==> src/rtl/gru_seq_pkg.sv <==
// Shared types and constants for the GRU sequence controller.
// Latency: n/a (declarations only).
// Backpressure: n/a.
package gru_seq_pkg;

  // Controller states
  typedef enum logic [2:0] {
    IDLE   = 3'd0,
    WAIT_X = 3'd1,
    SETTLE = 3'd2,
    OUT    = 3'd3,
    DONE   = 3'd4
  } state_t;

  // Config addresses of the weight/bias registers
  localparam logic [3:0] ADDR_WZ = 4'd0;
  localparam logic [3:0] ADDR_WR = 4'd1;
  localparam logic [3:0] ADDR_WH = 4'd2;
  localparam logic [3:0] ADDR_UZ = 4'd3;
  localparam logic [3:0] ADDR_UR = 4'd4;
  localparam logic [3:0] ADDR_UH = 4'd5;
  localparam logic [3:0] ADDR_BZ = 4'd6;
  localparam logic [3:0] ADDR_BR = 4'd7;
  localparam logic [3:0] ADDR_BH = 4'd8;

  localparam int NUM_WEIGHTS = 9;

endpackage

==> src/rtl/gru_seq_wregs.sv <==
// Nine-entry weight/bias register file with address decode.
// Latency: a write is visible on w the cycle after the write strobe.
// Backpressure: none; the caller qualifies we (addresses 9..15 are ignored).
//
// Ports:
//   clk, rst_n : clock, asynchronous active-low reset
//   we         : qualified write strobe
//   addr       : register select 0..8
//   wdata      : write data
//   w          : all register values, index = config address
module gru_seq_wregs
  import gru_seq_pkg::*;
#(
  parameter int DATA_WIDTH = 8
) (
  input  logic                                   clk,
  input  logic                                   rst_n,
  input  logic                                   we,
  input  logic [3:0]                             addr,
  input  logic [DATA_WIDTH-1:0]                  wdata,
  output logic [NUM_WEIGHTS-1:0][DATA_WIDTH-1:0] w
);

  // Compare against every entry rather than indexing, so out-of-range
  // addresses simply match nothing.
  always_ff @(posedge clk or negedge rst_n) begin
    if (!rst_n) begin
      w <= '0;
    end else if (we) begin
      for (int i = 0; i < NUM_WEIGHTS; i++) begin
        if (addr == 4'(i)) begin
          w[i] <= wdata;
        end
      end
    end
  end

endmodule

==> src/rtl/gru_seq_ctrl.sv <==
// Sequencer running the combinational GRU cell over a stream of samples,
// feeding each hidden state back and emitting it downstream.
// Latency: x handshake in cycle T -> y_valid in cycle T+SETTLE_CYC+1.
// Backpressure: y held stable until y_ready; x_ready only high in WAIT_X.
//
// Optional build macro GRU_SEQ_LAST_ONLY_EN: only the final step of a
// sequence is emitted on the y stream (intermediate steps loop straight
// back to WAIT_X).
//
// Ports:
//   clk, rst_n           : clock, asynchronous active-low reset
//   cfg_we/addr/wdata    : weight/bias writes, accepted when cfg_ready
//   start/seq_len/h_init : launch a sequence (ignored while busy)
//   abort                : synchronous cancel, returns to IDLE
//   x_*                  : input sample stream (valid/ready)
//   y_*                  : hidden-state result stream (valid/ready, last)
//   busy, done           : status; done pulses once at sequence end
//   cell_*               : registered drives to / result from the cell
module gru_seq_ctrl
  import gru_seq_pkg::*;
#(
  parameter int DATA_WIDTH  = 8,
  parameter int FRACT_WIDTH = 5,
  parameter int SETTLE_CYC  = 2,
  parameter int LEN_WIDTH   = 8
) (
  input  logic                  clk,
  input  logic                  rst_n,
  input  logic                  cfg_we,
  input  logic [3:0]            cfg_addr,
  input  logic [DATA_WIDTH-1:0] cfg_wdata,
  output logic                  cfg_ready,
  input  logic                  start,
  input  logic [LEN_WIDTH-1:0]  seq_len,
  input  logic [DATA_WIDTH-1:0] h_init,
  input  logic                  abort,
  input  logic                  x_valid,
  input  logic [DATA_WIDTH-1:0] x_data,
  output logic                  x_ready,
  output logic                  y_valid,
  output logic [DATA_WIDTH-1:0] y_data,
  output logic                  y_last,
  input  logic                  y_ready,
  output logic                  busy,
  output logic                  done,
  output logic [DATA_WIDTH-1:0] cell_x,
  output logic [DATA_WIDTH-1:0] cell_h_in,
  output logic [DATA_WIDTH-1:0] cell_wz,
  output logic [DATA_WIDTH-1:0] cell_wr,
  output logic [DATA_WIDTH-1:0] cell_wh,
  output logic [DATA_WIDTH-1:0] cell_uz,
  output logic [DATA_WIDTH-1:0] cell_ur,
  output logic [DATA_WIDTH-1:0] cell_uh,
  output logic [DATA_WIDTH-1:0] cell_bz,
  output logic [DATA_WIDTH-1:0] cell_br,
  output logic [DATA_WIDTH-1:0] cell_bh,
  input  logic [DATA_WIDTH-1:0] cell_h_out
);

  localparam int CNT_W = (SETTLE_CYC > 1) ? $clog2(SETTLE_CYC) : 1;

  // FRACT_WIDTH only describes the value format; reject nonsense settings.
  if (SETTLE_CYC < 1 || FRACT_WIDTH >= DATA_WIDTH) begin : g_param_check
    $error("gru_seq_ctrl: SETTLE_CYC must be >= 1 and FRACT_WIDTH < DATA_WIDTH");
  end

  state_t                state_q, state_nxt;
  logic [LEN_WIDTH-1:0]  len_q, step_q;
  logic [DATA_WIDTH-1:0] h_state_q, x_reg_q, y_data_q;
  logic [CNT_W-1:0]      cnt_q;
  logic                  zero_done_q;  // done pulse for a zero-length start
  logic                  rst_done_q;   // holds cfg_ready low until out of reset
  logic                  is_last;
  logic                  settle_end;

  logic [NUM_WEIGHTS-1:0][DATA_WIDTH-1:0] w;

  assign is_last    = (step_q == len_q - LEN_WIDTH'(1));
  assign settle_end = (state_q == SETTLE) && (cnt_q == '0);

  // ---------------------------------------------------------------------
  // Weight/bias registers; writes are only taken while idle.
  // ---------------------------------------------------------------------
  gru_seq_wregs #(
    .DATA_WIDTH (DATA_WIDTH)
  ) u_wregs (
    .clk   (clk),
    .rst_n (rst_n),
    .we    (cfg_we & cfg_ready),
    .addr  (cfg_addr),
    .wdata (cfg_wdata),
    .w     (w)
  );

  assign cell_wz   = w[ADDR_WZ];
  assign cell_wr   = w[ADDR_WR];
  assign cell_wh   = w[ADDR_WH];
  assign cell_uz   = w[ADDR_UZ];
  assign cell_ur   = w[ADDR_UR];
  assign cell_uh   = w[ADDR_UH];
  assign cell_bz   = w[ADDR_BZ];
  assign cell_br   = w[ADDR_BR];
  assign cell_bh   = w[ADDR_BH];
  assign cell_x    = x_reg_q;
  assign cell_h_in = h_state_q;
  assign y_data    = y_data_q;

  // ---------------------------------------------------------------------
  // FSM: state register
  // ---------------------------------------------------------------------
  always_ff @(posedge clk or negedge rst_n) begin
    if (!rst_n) begin
      state_q <= IDLE;
    end else begin
      state_q <= state_nxt;
    end
  end

  // ---------------------------------------------------------------------
  // FSM: next state (abort overrides every transition)
  // ---------------------------------------------------------------------
  always_comb begin
    state_nxt = state_q;
    if (abort) begin
      state_nxt = IDLE;
    end else begin
      unique case (state_q)
        IDLE:   if (start && seq_len != '0) state_nxt = WAIT_X;
        WAIT_X: if (x_valid) state_nxt = SETTLE;
        SETTLE: begin
          if (cnt_q == '0) begin
`ifdef GRU_SEQ_LAST_ONLY_EN
            state_nxt = is_last ? OUT : WAIT_X;
`else
            state_nxt = OUT;
`endif
          end
        end
        OUT:    if (y_ready) state_nxt = is_last ? DONE : WAIT_X;
        DONE:   state_nxt = IDLE;
        default: state_nxt = IDLE;
      endcase
    end
  end

  // ---------------------------------------------------------------------
  // FSM: outputs. Handshakes are masked during abort so neither side
  // believes a transfer happened that the controller then discards.
  // ---------------------------------------------------------------------
  always_comb begin
    busy      = (state_q != IDLE);
    cfg_ready = (state_q == IDLE) && rst_done_q;
    x_ready   = (state_q == WAIT_X) && !abort;
    y_valid   = (state_q == OUT) && !abort;
    y_last    = (state_q == OUT) && !abort && is_last;
    done      = ((state_q == DONE) || zero_done_q) && !abort;
  end

  // ---------------------------------------------------------------------
  // Datapath registers
  // ---------------------------------------------------------------------
  always_ff @(posedge clk or negedge rst_n) begin
    if (!rst_n) begin
      len_q       <= '0;
      step_q      <= '0;
      h_state_q   <= '0;
      x_reg_q     <= '0;
      y_data_q    <= '0;
      cnt_q       <= '0;
      zero_done_q <= 1'b0;
      rst_done_q  <= 1'b0;
    end else begin
      rst_done_q  <= 1'b1;
      zero_done_q <= !abort && (state_q == IDLE) && start && (seq_len == '0);
      if (!abort) begin
        unique case (state_q)
          IDLE: begin
            if (start && seq_len != '0) begin
              len_q     <= seq_len;
              h_state_q <= h_init;
              step_q    <= '0;
            end
          end
          WAIT_X: begin
            if (x_valid) begin
              x_reg_q <= x_data;
              cnt_q   <= CNT_W'(SETTLE_CYC - 1);
            end
          end
          SETTLE: begin
            if (settle_end) begin
              y_data_q  <= cell_h_out;
              h_state_q <= cell_h_out;
`ifdef GRU_SEQ_LAST_ONLY_EN
              if (!is_last) step_q <= step_q + LEN_WIDTH'(1);
`endif
            end else begin
              cnt_q <= cnt_q - CNT_W'(1);
            end
          end
          OUT: begin
            if (y_ready && !is_last) step_q <= step_q + LEN_WIDTH'(1);
          end
          default: ;
        endcase
      end
    end
  end

endmodule

==> config.mk <==
export PLATFORM = sky130hd
export DESIGN_NAME = gru_seq_ctrl
export DESIGN_NICKNAME = d
export VERILOG_FILES = /design/src/rtl/gru_seq_pkg.sv /design/src/rtl/gru_seq_wregs.sv /design/src/rtl/gru_seq_ctrl.sv
export SDC_FILE = /design/constraint.sdc
export NUM_CORES = 1
export LEC_CHECK = 0
export BUFFER_PORTS_ARGS = -buffer_cell sky130_fd_sc_hd__buf_2
export CAP_MARGIN = 20
export CORE_MARGIN = 2
export CORE_UTILIZATION = 39
export CTS_CLUSTER_DIAMETER = 50
export DETAILED_ROUTE_END_ITERATION = 8
export HOLD_SLACK_MARGIN = 0.15
export MAX_ROUTING_LAYER = met4
export PLACE_DENSITY = 0.65
export SLEW_MARGIN = 40
export SYNTH_ARGS = -nofsm -noshare
export SYNTH_HDL_FRONTEND = slang
export SYNTH_SLANG_ARGS = --single-unit
==> constraint.sdc <==
create_clock -name clk -period 2.3 [get_ports clk]
set_input_delay 0.345 -clock clk [delete_from_list [all_inputs] [get_ports clk]]
set_output_delay 0.345 -clock clk [all_outputs]
set_load 0.005 [all_outputs]
## Yosys cells after proc, flatten, opt, wreduce, memory -nomap -nowiden

Cells that the tools add are included.

| storage, ports and cells | value |
|---|---|
| word-level logic and storage cells | 100 |
| input port bits | 51 |
| flip-flop bits (word level) | 118 |
| output and inout port bits | 102 |

| operators by class | value |
|---|---|
| equality and inequality tests | 22 |
| add/sub/neg operators | 3 |
| bitwise gates (word level) | 3 |
| mux-type cells | 16 |
| reductions and logical operators | 38 |

Operators by type and width:

| kind | count |
|---|---|
| $mux W8 | 4 |
| $pmux W8 S2 | 2 |
| $mux W3 | 6 |
| $reduce_and A2 Y1 | 9 |
| $eq A4 B3 Y1 const B | 4 |
| $reduce_and A4 Y1 | 4 |
| $ne A3 B3 Y1 const B | 4 |
| $pmux W3 S4 | 1 |
| $logic_and A1 B1 Y1 | 11 |
| $reduce_and A3 Y1 | 3 |
| $add A8 B1 Y8 const B | 1 |
| $eq A4 B2 Y1 const B | 2 |
| $eq A8 B8 Y1 | 1 |
| $logic_not A8 Y1 | 1 |
| $ne A2 B2 Y1 const B | 4 |
| $reduce_bool A8 Y1 | 1 |
| $sub A8 B1 Y8 const B | 1 |
| $eq A3 B2 Y1 const B | 2 |
| $reduce_bool A2 Y1 | 3 |
| $eq A4 B1 Y1 const B | 1 |
| $eq A4 B4 Y1 const B | 1 |
| $logic_not A4 Y1 | 1 |
| $eq A3 B1 Y1 const B | 1 |
| $eq A3 B3 Y1 const B | 1 |
| 10 further kinds | 13 |

## Depth between registers and ports, before layout

| depth | value |
|---|---|
| word-level depth | 6 |
| depth in mapped cells | 8 |
| mapped depth without buffers | 8 |

## Hierarchy

Synthesis repeated with hierarchy kept, for this count alone.

| unflattened totals | value |
|---|---|
| cell total of the unflattened synthesis | 390 |
| area, all modules | 5142.4 um^2 |

By module, submodules not included:

| module | cells each | instances | sequential area each (um^2) | area each (um^2) |
|---|---|---|---|---|
| gru_seq_wregs | 161 | 1 | 1801.7 | 2796.4 |
| gru_seq_ctrl | 229 | 1 | 1151.1 | 2346.0 |

## Worst setup path before layout

OpenSTA, ideal clock, no wires.

| timing | value |
|---|---|
| kind | reg2reg |
| from | register len_q[0] |
| to | register step_q[7] |
| cell stages (with the launch flop) | 9 |
| path buffers | 0 |
| clock period less this slack | 2.391 ns |
| library setup time | 0.079 ns |
| path slack | -0.091 ns |
| arrival | 2.312 ns |
| data required time | 2.221 ns |
| cells stage by stage | dfrtp_1 -> inv_1 -> ha_1 -> or3b_1 -> or4_1 -> nand4_2 -> o311ai_4 -> a2111oi_2 -> mux2i_1 |

| on the way | value |
|---|---|
| cells in the longest elaborated chain, start to end | 6 |

Ends and longest elaborated chain:

| element | RTL line | source |
|---|---|---|
| start, declared | gru_seq_ctrl.sv:68 | `logic [LEN_WIDTH-1:0] len_q, step_q;` |
| start signal, assigned | gru_seq_ctrl.sv:179 | `len_q <= seq_len;` |
| $sub A8 B1 Y8 | gru_seq_ctrl.sv:78 | `assign is_last = (step_q == len_q - LEN_WIDTH'(1));` |
| $eq A8 B8 Y1 | gru_seq_ctrl.sv:78 |  |
| $logic_not A1 Y1 | gru_seq_ctrl.sv:202 | `if (y_ready && !is_last) step_q <= step_q + LEN_WIDTH'(1);` |
| $logic_and A1 B1 Y1 | gru_seq_ctrl.sv:202 |  |
| $ne A2 B1 Y1 (no line) | -- |  |
| $reduce_and A4 Y1 (no line) | -- |  |
| end signal, assigned | gru_seq_ctrl.sv:202 |  |
| end, declared | gru_seq_ctrl.sv:68 |  |

No other way between the ends.
A chain may end at the register's enable or synchronous reset.

## Final worst setup path

| timing | value |
|---|---|
| from | register len_q[0] |
| to | output y_last |

| on the way | value |
|---|---|
| cells in the longest elaborated chain, start to end | 3 |

Ends and longest elaborated chain:

| element | RTL line | source |
|---|---|---|
| $sub A8 B1 Y8 | gru_seq_ctrl.sv:78 |  |
| $eq A8 B8 Y1 | gru_seq_ctrl.sv:78 |  |
| $logic_and A1 B1 Y1 | gru_seq_ctrl.sv:155 | `y_last = (state_q == OUT) && !abort && is_last;` |
| end, declared | gru_seq_ctrl.sv:42 | `output logic y_last,` |

No other way between the ends.

==> results_dict.tcl <==
set metrics [dict create \
    initial_core_util 0.403 \
    crit_buf_inv 2 \
    path_class "flop to primary output" \
    synth_cells 392 \
    grt-busiest-layer "met2" \
    clock_path_buffers 2 \
    clk_pin_slew_worst_paths_ps 60 \
    io_buffers 152 \
    n_fill_cell 1089 \
    ir_worst_vdd_mv 0.706 \
    cts_tree "done" \
    use_met2 0.322 \
    hp-class "primary input to flop" \
    dr.pass1.iters 4 \
    rsz0062_at_grt "true" \
    met3_usage 0.0709 \
    slew_headroom 0.518 \
    setup_viol 8 \
    placed_cell_area_sq_mm 0.00628 \
    drt_iter0_drc 162 \
    pwr_density_cell_mw_per_mm2 1140 \
    die_x_um 119 \
    placementRows 41 \
    place_congestion 0.904 \
    yosysTopAreaCell "dfrtp_1" \
    r2r_end "step_q[6]" \
    violations "negative setup slack" \
    yosys_warnings 0 \
    ios 153 \
    synthDistinctLibCells 57 \
    p_leak_nw 3.50 \
    min_to "cell_x[7]" \
    fin_worst_skew_ps 9.28 \
    async_flop_share 1.00 \
    holdWs_ps 163 \
    dp_hpwl_um 9180 \
    synth_area_sq_mm 0.00515 \
    clock_sinks 118 \
    clock_latency_ps 410 \
    cpPeakStageDelay_ps 440 \
    use_met1 0.238 \
    final_area_sq_mm 0.00711 \
    critPathSlowestCell "or4_4" \
    slew_violations 0 \
    grt_overflow 0 \
    period_share 1.17 \
    grt_max_degree 119 \
    grt_pass1_wl_um 21300 \
    ff2ff_path_depth 10 \
    cts-root-buf "clkbuf_16" \
    synth_nets 445 \
    r2r_slack_ps -220 \
    die-area_sq_mm 0.0141 \
    multi_input_area_sq_mm 0.00222 \
    ys.flop_type "dfrtp_1" \
    end_kind "primary output" \
    yosysTopAreaCellShare 0.574 \
    layout_commonest_cell "buf_2" \
    syn_avg_cell_area_sq_um 13.1 \
    worstMarginPinSlew_ps 717 \
    pre_cts_slack_ps -215 \
    antenna_found_initial 0 \
    grtUsageTotal 0.200 \
    viasPerCell 5.10 \
    htree_levels 4 \
    final_layout_size_suffix_gt1_frac 0.558 \
    syn_to_final_growth_pct 38.1 \
    layout_common_cells "buf_2 (151), dfrtp_1 (118), mux2_2 (88)" \
    diodes 0 \
    cp.arrival_ps 2350 \
    via_count 3940 \
    hold_viol_final 0 \
    max_cap_viol_count 0 \
    nNetsFinal 640 \
    crit_fanout 3 \
    drt_wl_total_um 13300 \
    regArea_sq_mm 0.00295 \
    grt_pass1_vias 4110 \
    required_ps 1960 \
    synth_area_leaders "dfrtp_1 (57%), mux2_2 (19%), mux2i_1 (2.3%)" \
    power_mw 8.12 \
    ant_nets 0 \
    ys_seq_area_frac 0.574 \
    post_drt_wl_per_cell_um 17.2 \
    worst_slack_ps -396 \
    layout.cells.non_filler 772 \
    fp.dieH_um 119 \
    reg2reg_from "len_q[0]" \
    worstHoldStart "x_data[7]" \
    hold_path_depth 2 \
    fmax_mhz 371 \
    ys_seq_elements 118 \
    critPathLaunchType "flop" \
    synth_edf_count 0 \
    cp_cell_sequence "inv_2, ha_4, or3b_4, or4_4, nand4_4, nor3_2, and2_1, buf_2" \
    core_area_sq_mm 0.0128 \
    status "complete, but fails checks" \
    finalCriticalPeriod_ps 2700 \
    dp_cells 728 \
    crit_family "simple AND/OR/NAND/NOR gates" \
    route.detailed.drc 0 \
    cts-buffers-inserted 17 \
]
kinds of logic (layout without fill, tap and decap cells):
family / count (synthesis) / in the layout / share of synthesized area
AOI/OAI and AO/OA: 41 / 41 / 0.0620
muxes: 100 / 100 / 0.216
buffers and inverters: 21 / 229 / 0.0158
and+or+nand+nor: 102 / 102 / 0.115
xor gates and xnor gates: 7 / 7 / 0.0119
DFF: 118 / 118 / 0.574
adders and majority gates: 2 / 2 / 0.00486
other: 1 / 1 / 0.000729
layout make-up:
class,instances,area share
sequential,118,0.415
tap,172,0.0303
clock buffer,19,0.0623
multi-input combinational,253,0.313
timing repair buffer,188,0.149
inverter,9,0.00475
clock inverter,13,0.0252
synth_stat cells (all sizes together), types with 5 or more instances:
cell type and n:
mux2i 12, nand2 29, o21ai 7, nand3 5, clkbuf 8, nor2 23
dfrtp 118, nor3 7, a21oi 13, inv 9, mux2 88, nand2b 6
registers in the layout (all words and copies together), names as in the netlist:
register / count
cell_h_in: 8
y_data: 8
u_wregs.w: 72
len_q: 8
cnt_q: 1
step_q: 8
zero_done_q: 1
cell_x: 8
state_q: 3
rst_done_q: 1
worst max-delay path by stage:
| stage | from | end | slack [ps] | cells past startpoint |
|---|---|---|---|---|
| 2_1_floorplan | len_q[0] | step_q[7] | -20 | 8 |
| 5_1_grt | len_q[0] | y_last | -470 | 8 |
| 3_3_place_gp | len_q[0] | step_q[7] | -70 | 8 |
| 6_report | len_q[0] | y_last | -400 | 8 |
| 4_1_cts | len_q[0] | y_last | -370 | 6 |
| 3_5_place_dp | len_q[0] | step_q[7] | -210 | 8 |
power by group:
part / internal [mW] / switching (mW) / leakage, nW / total (mW)
clock network: 1.84 / 0.943 / 0.307 / 2.78
logic: 1.21 / 1.04 / 1.67 / 2.24
registers: 2.70 / 0.396 / 1.52 / 3.10
stage by stage:
stage | utilization | setup TNS, ps
after floorplan | - | -18.0
after global placement | 0.491 | -175
after detailed placement | 0.491 | -959
after CTS | 0.551 | -1530
after global routing | 0.557 | -2160
final | 0.557 | -1380
worst reg2reg max path, stage by stage, from the launching register on:
cell      delay (ps)
dfrtp_1          400
inv_2            100
ha_4             140
or3b_4           400
or4_4            440
nand4_4          110
buf_6            110
o311ai_4         140
buf_4            200
a211oi_2         200
mux2i_1          200
what timing repair did:
item	4_1_cts	5_1_grt
resized for setup	14	9
hold endpoints to repair	120	0
pin swaps	3	7
hold buffers	3	0
setup endpoints to repair	10	12
setup buffers	5	4
routing by layer:
layer | wire [um] | part of all wire | up-vias
met5 | 0 | 0 | -
met4 | 116 | 0.0087 | 0
met3 | 846 | 0.064 | 12
met2 | 6570 | 0.49 | 138
met1 | 5750 | 0.43 | 1983
li1 | - | - | 1807
(Power assumes the default switching activity.)
